## config.mk

```make
export PLATFORM = sky130hd
export DESIGN_NAME = am2940_counter_core
export DESIGN_NICKNAME = d
export VERILOG_FILES = /design/src/rtl/am2940_counter_core_pkg.sv /design/src/rtl/am2940_counter_core_counter8.sv /design/src/rtl/am2940_counter_core.sv
export SDC_FILE = /design/constraint.sdc
export NUM_CORES = 1
export LEC_CHECK = 0
export ABC_AREA = 1
export ABC_CLOCK_PERIOD_IN_PS = 6100
export BUFFER_PORTS_ARGS = -buffer_cell sky130_fd_sc_hd__buf_2
export CORE_MARGIN = 3
export CORE_UTILIZATION = 35
export CTS_BUF_LIST = sky130_fd_sc_hd__clkbuf_4 sky130_fd_sc_hd__clkbuf_8
export DETAILED_ROUTE_END_ITERATION = 8
export PLACE_DENSITY_LB_ADDON = 0.08
export SLEW_MARGIN = 20
export SYNTH_ARGS = -nofsm -noshare
export SYNTH_HDL_FRONTEND = slang
export SYNTH_HIERARCHICAL = 1
export SYNTH_SLANG_ARGS = --single-unit
```

## constraint.sdc

```tcl
create_clock -name clk -period 6.1 [get_ports clk]
set_input_delay 0.915 -clock clk [delete_from_list [all_inputs] [get_ports clk]]
set_output_delay 0.915 -clock clk [all_outputs]
set_load 0.05 [all_outputs]
```

## src/rtl/am2940_counter_core_pkg.sv

```systemverilog
// Shared types for the AM2940 register/counter core: instruction and mode
// encodings plus the read-mux select codes.
package am2940_pkg;

  typedef enum logic [2:0] {
    I_WRCR   = 3'd0,
    I_RDCR   = 3'd1,
    I_RDWC   = 3'd2,
    I_RDAC   = 3'd3,
    I_REINIT = 3'd4,
    I_LDADDR = 3'd5,
    I_LDWC   = 3'd6,
    I_ENCNT  = 3'd7
  } am2940_instr_e;

  typedef enum logic [1:0] {
    M_CNT_DN   = 2'd0,
    M_CNT_UP   = 2'd1,
    M_ADDR_CMP = 2'd2,
    M_FREE_RUN = 2'd3
  } am2940_mode_e;

  localparam logic [1:0] SEL_AC = 2'b00;
  localparam logic [1:0] SEL_WC = 2'b01;
  localparam logic [1:0] SEL_CR = 2'b10;

endpackage

```

## src/rtl/am2940_counter_core_counter8.sv

```systemverilog
// 8-bit up/down counter with load, hold, enable and terminal-count carry-out.
// Load has priority over counting; hold freezes the count but not a load.
module am2940_counter8 (
  input  logic       clk,
  input  logic       rst,
  input  logic       i_load,
  input  logic [7:0] i_ld_val,
  input  logic       i_hold,
  input  logic       i_en,
  input  logic       i_dn,
  output logic [7:0] o_q,
  output logic       o_co
);

  logic [7:0] r_q;

  always_ff @(posedge clk or posedge rst) begin
    if (rst) begin
      r_q <= 8'h00;
    end else if (i_load) begin
      r_q <= i_ld_val;
    end else if (i_en && !i_hold) begin
      r_q <= i_dn ? (r_q - 8'd1) : (r_q + 8'd1);
    end
  end

  assign o_q  = r_q;
  assign o_co = i_dn ? (r_q == 8'h00) : (r_q == 8'hFF);

endmodule

```

## src/rtl/am2940_counter_core.sv

```systemverilog
// AM2940 control/address/word register core with instruction decode and DONE.
// Define AM2940_CASCADE_EN to add the aci/wci carry-in and aco/wco carry-out ports.
module am2940_counter_core
  import am2940_pkg::*;
(
  input  logic       clk,
  input  logic       rst,
  input  logic [2:0] instr,
  input  logic [7:0] din,
`ifdef AM2940_CASCADE_EN
  input  logic       aci,
  input  logic       wci,
  output logic       aco,
  output logic       wco,
`endif
  output logic [7:0] ac_q,
  output logic [7:0] wc_q,
  output logic [2:0] cr_q,
  output logic [1:0] rd_sel,
  output logic       rd_en,
  output logic       done
);

  am2940_instr_e w_op;
  am2940_mode_e  w_mode;
  logic          w_dir_dn;

  logic [2:0] r_cr;
  logic [7:0] r_ar;
  logic [7:0] r_wr;

  logic [7:0] w_ac;
  logic [7:0] w_wc;
  logic       w_ac_co;
  logic       w_wc_co;
  logic       w_aci;
  logic       w_wci;

  logic       w_ac_load;
  logic [7:0] w_ac_ld_val;
  logic       w_wc_load;
  logic [7:0] w_wc_ld_val;
  logic       w_cnt;
  logic       w_wc_moves;

  assign w_op     = am2940_instr_e'(instr);
  assign w_mode   = am2940_mode_e'(r_cr[1:0]);
  assign w_dir_dn = r_cr[2];

`ifdef AM2940_CASCADE_EN
  assign w_aci = aci;
  assign w_wci = wci;
`else
  assign w_aci = 1'b1;
  assign w_wci = 1'b1;
`endif

  always_comb begin
    // NOTE: defaults first so every path assigns every output; no latch is inferred.
    rd_sel = SEL_AC;
    rd_en  = 1'b0;
    case (w_op)
      I_RDCR:  begin rd_sel = SEL_CR; rd_en = 1'b1; end
      I_RDWC:  begin rd_sel = SEL_WC; rd_en = 1'b1; end
      I_RDAC:  begin rd_sel = SEL_AC; rd_en = 1'b1; end
      default: begin rd_sel = SEL_AC; rd_en = 1'b0; end
    endcase
  end

  always_comb begin
    done = 1'b0;
    case (w_mode)
      M_CNT_DN:   done = (w_wc == 8'h01);
      M_CNT_UP:   done = (w_wc == r_wr);
      M_ADDR_CMP: done = (w_ac == r_wr);
      M_FREE_RUN: done = 1'b0;
      default:    done = 1'b0;
    endcase
  end

  // Mode 1 counts the word counter up from zero toward WR, so loads clear it.
  assign w_ac_load   = (w_op == I_LDADDR) || (w_op == I_REINIT);
  assign w_ac_ld_val = (w_op == I_LDADDR) ? din : r_ar;
  assign w_wc_load   = (w_op == I_LDWC) || (w_op == I_REINIT);
  assign w_wc_ld_val = (w_mode == M_CNT_UP) ? 8'h00 :
                       (w_op == I_LDWC)     ? din   : r_wr;
  assign w_cnt       = (w_op == I_ENCNT);
  assign w_wc_moves  = (w_mode != M_ADDR_CMP);

  always_ff @(posedge clk or posedge rst) begin
    // NOTE: sequential state uses non-blocking assignments so every register
    // sees pre-edge values regardless of statement order.
    if (rst) begin
      r_cr <= 3'b000;
      r_ar <= 8'h00;
      r_wr <= 8'h00;
    end else begin
      case (w_op)
        I_WRCR:   r_cr <= din[2:0];
        I_LDADDR: r_ar <= din;
        I_LDWC:   r_wr <= din;
        default:  ;
      endcase
    end
  end

  am2940_counter8 u_ac (
    .clk      (clk),
    .rst      (rst),
    .i_load   (w_ac_load),
    .i_ld_val (w_ac_ld_val),
    .i_hold   (done),
    .i_en     (w_cnt && w_aci),
    .i_dn     (w_dir_dn),
    .o_q      (w_ac),
    .o_co     (w_ac_co)
  );

  am2940_counter8 u_wc (
    .clk      (clk),
    .rst      (rst),
    .i_load   (w_wc_load),
    .i_ld_val (w_wc_ld_val),
    .i_hold   (done),
    .i_en     (w_cnt && w_wci && w_wc_moves),
    .i_dn     (w_mode != M_CNT_UP),
    .o_q      (w_wc),
    .o_co     (w_wc_co)
  );

`ifdef AM2940_CASCADE_EN
  // Carry-out reports that an enabled, unfrozen step would wrap the counter.
  assign aco = w_ac_co && w_aci && !done;
  assign wco = w_wc_co && w_wci && w_wc_moves && !done;
`else
  logic w_unused_co;
  assign w_unused_co = w_ac_co ^ w_wc_co;
`endif

  assign ac_q = w_ac;
  assign wc_q = w_wc;
  assign cr_q = r_cr;

endmodule

```

==> results of run 1 <==
## area by class of cell
class                      count  area [um^2]  area share
sequential                    35          876       0.283
clock inverter                 2         12.5     0.00404
clock buffer                   6         76.3      0.0246
tap                           99          124      0.0400
multi-input combinational    268         1490       0.481
timing repair buffer          35          175      0.0565
inverter                      91          344       0.111
## per-stage QoR
| step | worst slack, ps | util | hold WS [ps] | instance area, um^2 |
|---|---|---|---|---|
| detailed placement | 3200 | 0.404 | 458 | 3010 |
| global placement | 3240 | 0.404 | 452 | 3010 |
| global route | 2630 | 0.416 | 492 | 3100 |
| floorplan | 3140 | - | 443 | 2760 |
| CTS | 2860 | 0.416 | 475 | 3100 |
| finish | 2880 | 0.416 | 470 | 3100 |
## placed cells by master, fill, tap and decap left out
master / instances
o221ai_1: 2
inv_1: 86
dfrtp_1: 35
nor3_1: 5
nand3b_1: 4
nand3b_4: 2
inv_2: 3
o211ai_1: 7
nor4_1: 2
clkbuf_4: 1
nor2_1: 25
o21ai_2: 12
ha_1: 15
a21oi_1: 8
nand3_4: 1
clkinv_2: 3
clkbuf_8: 5
fa_1: 2
a21oi_4: 2
xor2_1: 2
nand2_2: 3
or2_4: 4
clkinvlp_4: 1
nand2_4: 2
o21ai_0: 16
nor2_2: 1
nand2_1: 120
buf_2: 35
o21ai_1: 2
nand3_1: 31
## sequential cells by signal, summed over array words and instances, names as in the netlist
name	cells
cr_q	3
r_ar	8
r_wr	8
u_ac/o_q	8
u_wc/o_q	8
## layer usage
layer	vias to the layer above	wire length (um)	GRT usage
met5	-	0	0
met4	0	42	0.0361
met3	4	249	0.0271
met2	51	3120	0.258
met1	1111	3640	0.247
li1	1311	-	-
## power breakdown
part / total, mW / internal (mW) / switching (mW) / leakage, nW
Combinational: 0.743 / 0.250 / 0.493 / 1.26
Sequential: 0.364 / 0.288 / 0.0759 / 0.440
Clock: 0.178 / 0.0844 / 0.0936 / 0.0446
Total: 1.28 / 0.623 / 0.662 / 1.74
## worst max path at each step
stage	from	to	slack, ps
after CTS	cr_q[0]$_DFFE_PP0N_	done	2860
after global routing	cr_q[0]$_DFFE_PP0N_	done	2630
final	cr_q[0]$_DFFE_PP0N_	done	2880
after floorplan	instr[0]	rd_sel[1]	3140
after global placement	cr_q[0]$_DFFE_PP0N_	done	3240
after detailed placement	cr_q[0]$_DFFE_PP0N_	done	3200
## worst min-delay path, cell delays in order (launching register included)
cell and delay (ps):
dfrtp_1 320, nand2_1 60, o21ai_2 60
==> results.toml, run 1 <==
[timing]
setup_viol = 0
slew_headroom = 0.485
finalHoldViolations = 0
worst_slew_pin_slew_ps = 771
period_needed_ps = 3220
slew_viol_final = 0
setup-tns-final_ps = 0
rsz0062_at_grt = "no"
skew_ps = 7.63
period_share = 0.528
fmax_ghz = 0.311

[outcome]
status = "finished clean"

[clock_network]
htreeDepth = 2
post-cts-setup-buffer-count = 0
ctsHoldBuffers = 0
clockBufferDepth = 2
path_clk_slew_ps = 70
clock-sinks = 35
numCtsBuffers = 5
tritoncts = "yes"
clockRootBuffer = "clkbuf_8"
post_cts_resize_count = 0
worstSkewPairLatency_ps = 300

[die]
die_h_um = 94.8
dieArea_mm2 = 0.00899
core-area_mm2 = 0.00745
pin_count = 36
die_w_um = 94.8
row_count = 31
start_util = 0.371

[worst_hold_path]
worstHoldPathCells = 2
min_from = "r_ar[0]$_DFF_PP0_"
min_path_type = "flip-flop to flip-flop"
whs_endpoint = "r_ar[0]$_DFF_PP0_"

[grt]
grt_pass1_vias = 2259
antenna_found_initial = 0
grt_pass1_wl_um = 11600
grt-ovfl-total = 0
grt_usage = 0.168
grt_max_degree = 20

[yosys]
yosys_warnings = 6
avgSynthCellArea_um2 = 6.90
synth_area_mm2 = 0.00276
synth_nets = 430
synthCells = 400

[worst_setup_path]
worstSetupEndpointType = "primary output"
cp_top_family = "buffers and inverters"
worstReg2RegStart = "cr_q[0]$_DFFE_PP0N_"
required_ps = 5180
critical-path-slowest-cell = "dfrtp_1"
ff2ff_path_depth = 15
cp-start-kind = "flip-flop"
critical_path.reg2reg.endpoint = "u_wc/o_q[3]$_DFFE_PP0P_"
path_max_fanout = 12
crit_type = "flip-flop to primary output"
crit_chain = "inv_1 -> ha_1 -> inv_1 -> nand2_1 -> nand2_1 -> a21oi_1 -> nand2_1 -> nor2_1 -> nand3_1 -> nand2_1 -> buf_2"
rrSetupSlack_ps = 3690
path_depth = 11
path_buf_inv = 3
path_common_cell = "nand2_1"
critPathMaxStageDelay_ps = 410
critical_path_arrival_ps = 2310

[placed_design]
gp_congestion = 0.865
port_buffers = 35
dpl.cell_count = 528
dp_hpwl_um = 5670

[layout]
diodes = 0
syn_to_final_growth_pct = 12.2
fillerInstances = 829
finalNonFillerCells = 536
layout-drive-gt1-share = 0.172
layout.nets = 466

[detailed_routing]
dr.pass1.iters = 4
wl_per_cell_um = 13.2
vias = 2477
drc_errors = 0
drtAntennaViolNets = 0
via_per_inst = 4.62
routed_wirelength_um = 7050
drtIter0Drc = 109

[job]
max_cap_viol_count = 0

[power_and_ir_drop]
power.density_mw_per_mm2 = 415
peakVddDrop_v = 0.000107
p_leak_nw = 1.74
total_power_mw = 1.28
(Power assumes the default switching activity.)
==> run 2, diff against run 1 <==
--- a/config.mk
+++ b/config.mk
@@ -6,7 +6,7 @@
 export NUM_CORES = 1
 export LEC_CHECK = 0
 export ABC_AREA = 1
-export ABC_CLOCK_PERIOD_IN_PS = 6100
+export ABC_CLOCK_PERIOD_IN_PS = 2620
 export BUFFER_PORTS_ARGS = -buffer_cell sky130_fd_sc_hd__buf_2
 export CORE_MARGIN = 3
 export CORE_UTILIZATION = 35
==> constraint.sdc (replaced) <==
create_clock -name clk -period 2.62 [get_ports clk]
set_input_delay 0.393 -clock clk [delete_from_list [all_inputs] [get_ports clk]]
set_output_delay 0.393 -clock clk [all_outputs]
set_load 0.05 [all_outputs]
==> results.toml, run 2 (same netlist as run 1, synthesis figures left out) <==
[timing]
finalHoldViolations = 0
setup-tns-final_ps = 0
setup_viol = 0
skew_ps = 8.36
period_share = 0.925
rsz0062_at_grt = "no"
setup_ws_ps = 197
holdWs_ps = 85.9
worst_slew_pin_slew_ps = 776
slew_headroom = 0.482
fmax_ghz = 0.413
period_needed_ps = 2420
slew_viol_final = 0

[worst_setup_path]
path_common_cell = "nand2_1"
required_ps = 2230
critical-path-slowest-cell = "dfrtp_1"
crit_chain = "inv_1 -> ha_1 -> buf_4 -> nand2_1 -> nand2_1 -> a21oi_1 -> nand2_1 -> nor2_1 -> nand3_1 -> nand2_2 -> buf_6"
cp-start-kind = "flip-flop"
crit_type = "flip-flop to primary output"
critical_path.reg2reg.endpoint = "u_wc/o_q[6]$_DFFE_PP0P_"
worstSetupEndpointType = "primary output"
critical_path_arrival_ps = 2030
startpoint = "cr_q[0]$_DFFE_PP0N_"
critPathMaxStageDelay_ps = 400
endpoint = "done"
ff2ff_path_depth = 13
worstReg2RegStart = "cr_q[0]$_DFFE_PP0N_"
path_max_fanout = 11
rrSetupSlack_ps = 240

[power_and_ir_drop]
total_power_mw = 3.05
p_leak_nw = 1.77
peakVddDrop_v = 0.000334
power.density_mw_per_mm2 = 969

[layout]
layout_common_cells = "nand2_1 (119), inv_1 (86), dfrtp_1 (35)"
regArea_um2 = 876
layout.nets = 470
syn_to_final_growth_pct = 14.0
layout-drive-gt1-share = 0.181
finalNonFillerCells = 540
fillerInstances = 846
fin_util = 0.423
multi_input_area_mm2 = 0.00149
final_area_mm2 = 0.00315
diodes = 0
final_common_cell = "nand2_1"

[grt]
antenna_found_initial = 0
grt_max_degree = 20
grt_pass1_wl_um = 11900
grt-ovfl-total = 0
grt_util_met1 = 0.259
grt_util_met2 = 0.264
top_usage_layer = "met2"
grt_pass1_vias = 2337
grt_usage = 0.173
gr-usage-met3 = 0.0247

[clock_network]
htreeDepth = 2
clockBufferDepth = 2
numCtsBuffers = 5
ctsHoldBuffers = 0
worstSkewPairLatency_ps = 300
clock-sinks = 35
tritoncts = "yes"
clockRootBuffer = "clkbuf_8"
path_clk_slew_ps = 80

[detailed_routing]
routed_wirelength_um = 7350
vias = 2482
dr.pass1.iters = 4
via_per_inst = 4.60
drtIter0Drc = 121
drc_errors = 0
wl_per_cell_um = 13.6
drtAntennaViolNets = 0

[outcome]
status = "finished clean"

[die]
dieArea_mm2 = 0.00899
core-area_mm2 = 0.00745
start_util = 0.371
die_w_um = 94.8
pin_count = 36
row_count = 31
die_h_um = 94.8

[placed_design]
dp_hpwl_um = 5840
gp_congestion = 0.837
port_buffers = 35
dpl-instance-area_mm2 = 0.00303
pre_cts_ws_ps = 358
dpl.cell_count = 531

[worst_hold_path]
min_path_type = "input pin to async pin"

[job]
max_cap_viol_count = 0
run 2: cell types whose count changed in the layout (fill, tap and decap cells not counted), sizes merged:
cell      before  now
buf           35   39
clkbuf         6    7
clkinvlp       1    0
run 2: area by class of cell:
class                           count  share of cell area
Clock buffer                        7              0.0286
Clock inverter                      1             0.00278
Inverter                           91               0.109
Multi-Input combinational cell    268               0.474
Sequential cell                    35               0.278
Tap cell                           99              0.0394
Timing Repair Buffer               39              0.0672
run 2: power breakdown:
group	internal, mW	switching (mW)	total [mW]
clock	0.226	0.218	0.444
combinational	0.594	1.17	1.76
sequential	0.671	0.173	0.844
total	1.49	1.56	3.05
run 2: routing by layer:
| layer | share of wire | vias up |
|---|---|---|
| li1 | - | 1321 |
| met1 | 0.52 | 1110 |
| met2 | 0.44 | 45 |
| met3 | 0.033 | 6 |
| met4 | 0.0086 | 0 |
| met5 | 0 | - |
run 2: timing repair:
| action | CTS | global route |
|---|---|---|
| buffers inserted | 0 | 1 |
| endpoints found under the setup margin | 0 | 1 |
| gates resized for setup | 0 | 4 |
run 2: how the worst min path moves through the flow:
stage / start / end / slack (ps)
global placement: rst / u_wc/o_q[7]$_DFFE_PP0P_ / 410
floorplan: rst / u_ac/o_q[0]$_DFFE_PP0P_ / 210
detailed placement: rst / u_wc/o_q[3]$_DFFE_PP0P_ / 410
global route: rst / u_ac/o_q[3]$_DFFE_PP0P_ / 100
CTS: rst / u_wc/o_q[0]$_DFFE_PP0P_ / 100
finish: rst / u_ac/o_q[0]$_DFFE_PP0P_ / 90
run 2: critical path: cells and delay by family (launching register included):
kind	cells	cell delay, ps
adder cells (fa/ha/maj)	1	210
flip-flops	1	400
buffers and inverters	3	430
AO/OA/AOI/OAI	1	150
AND/OR/NAND/NOR	6	550
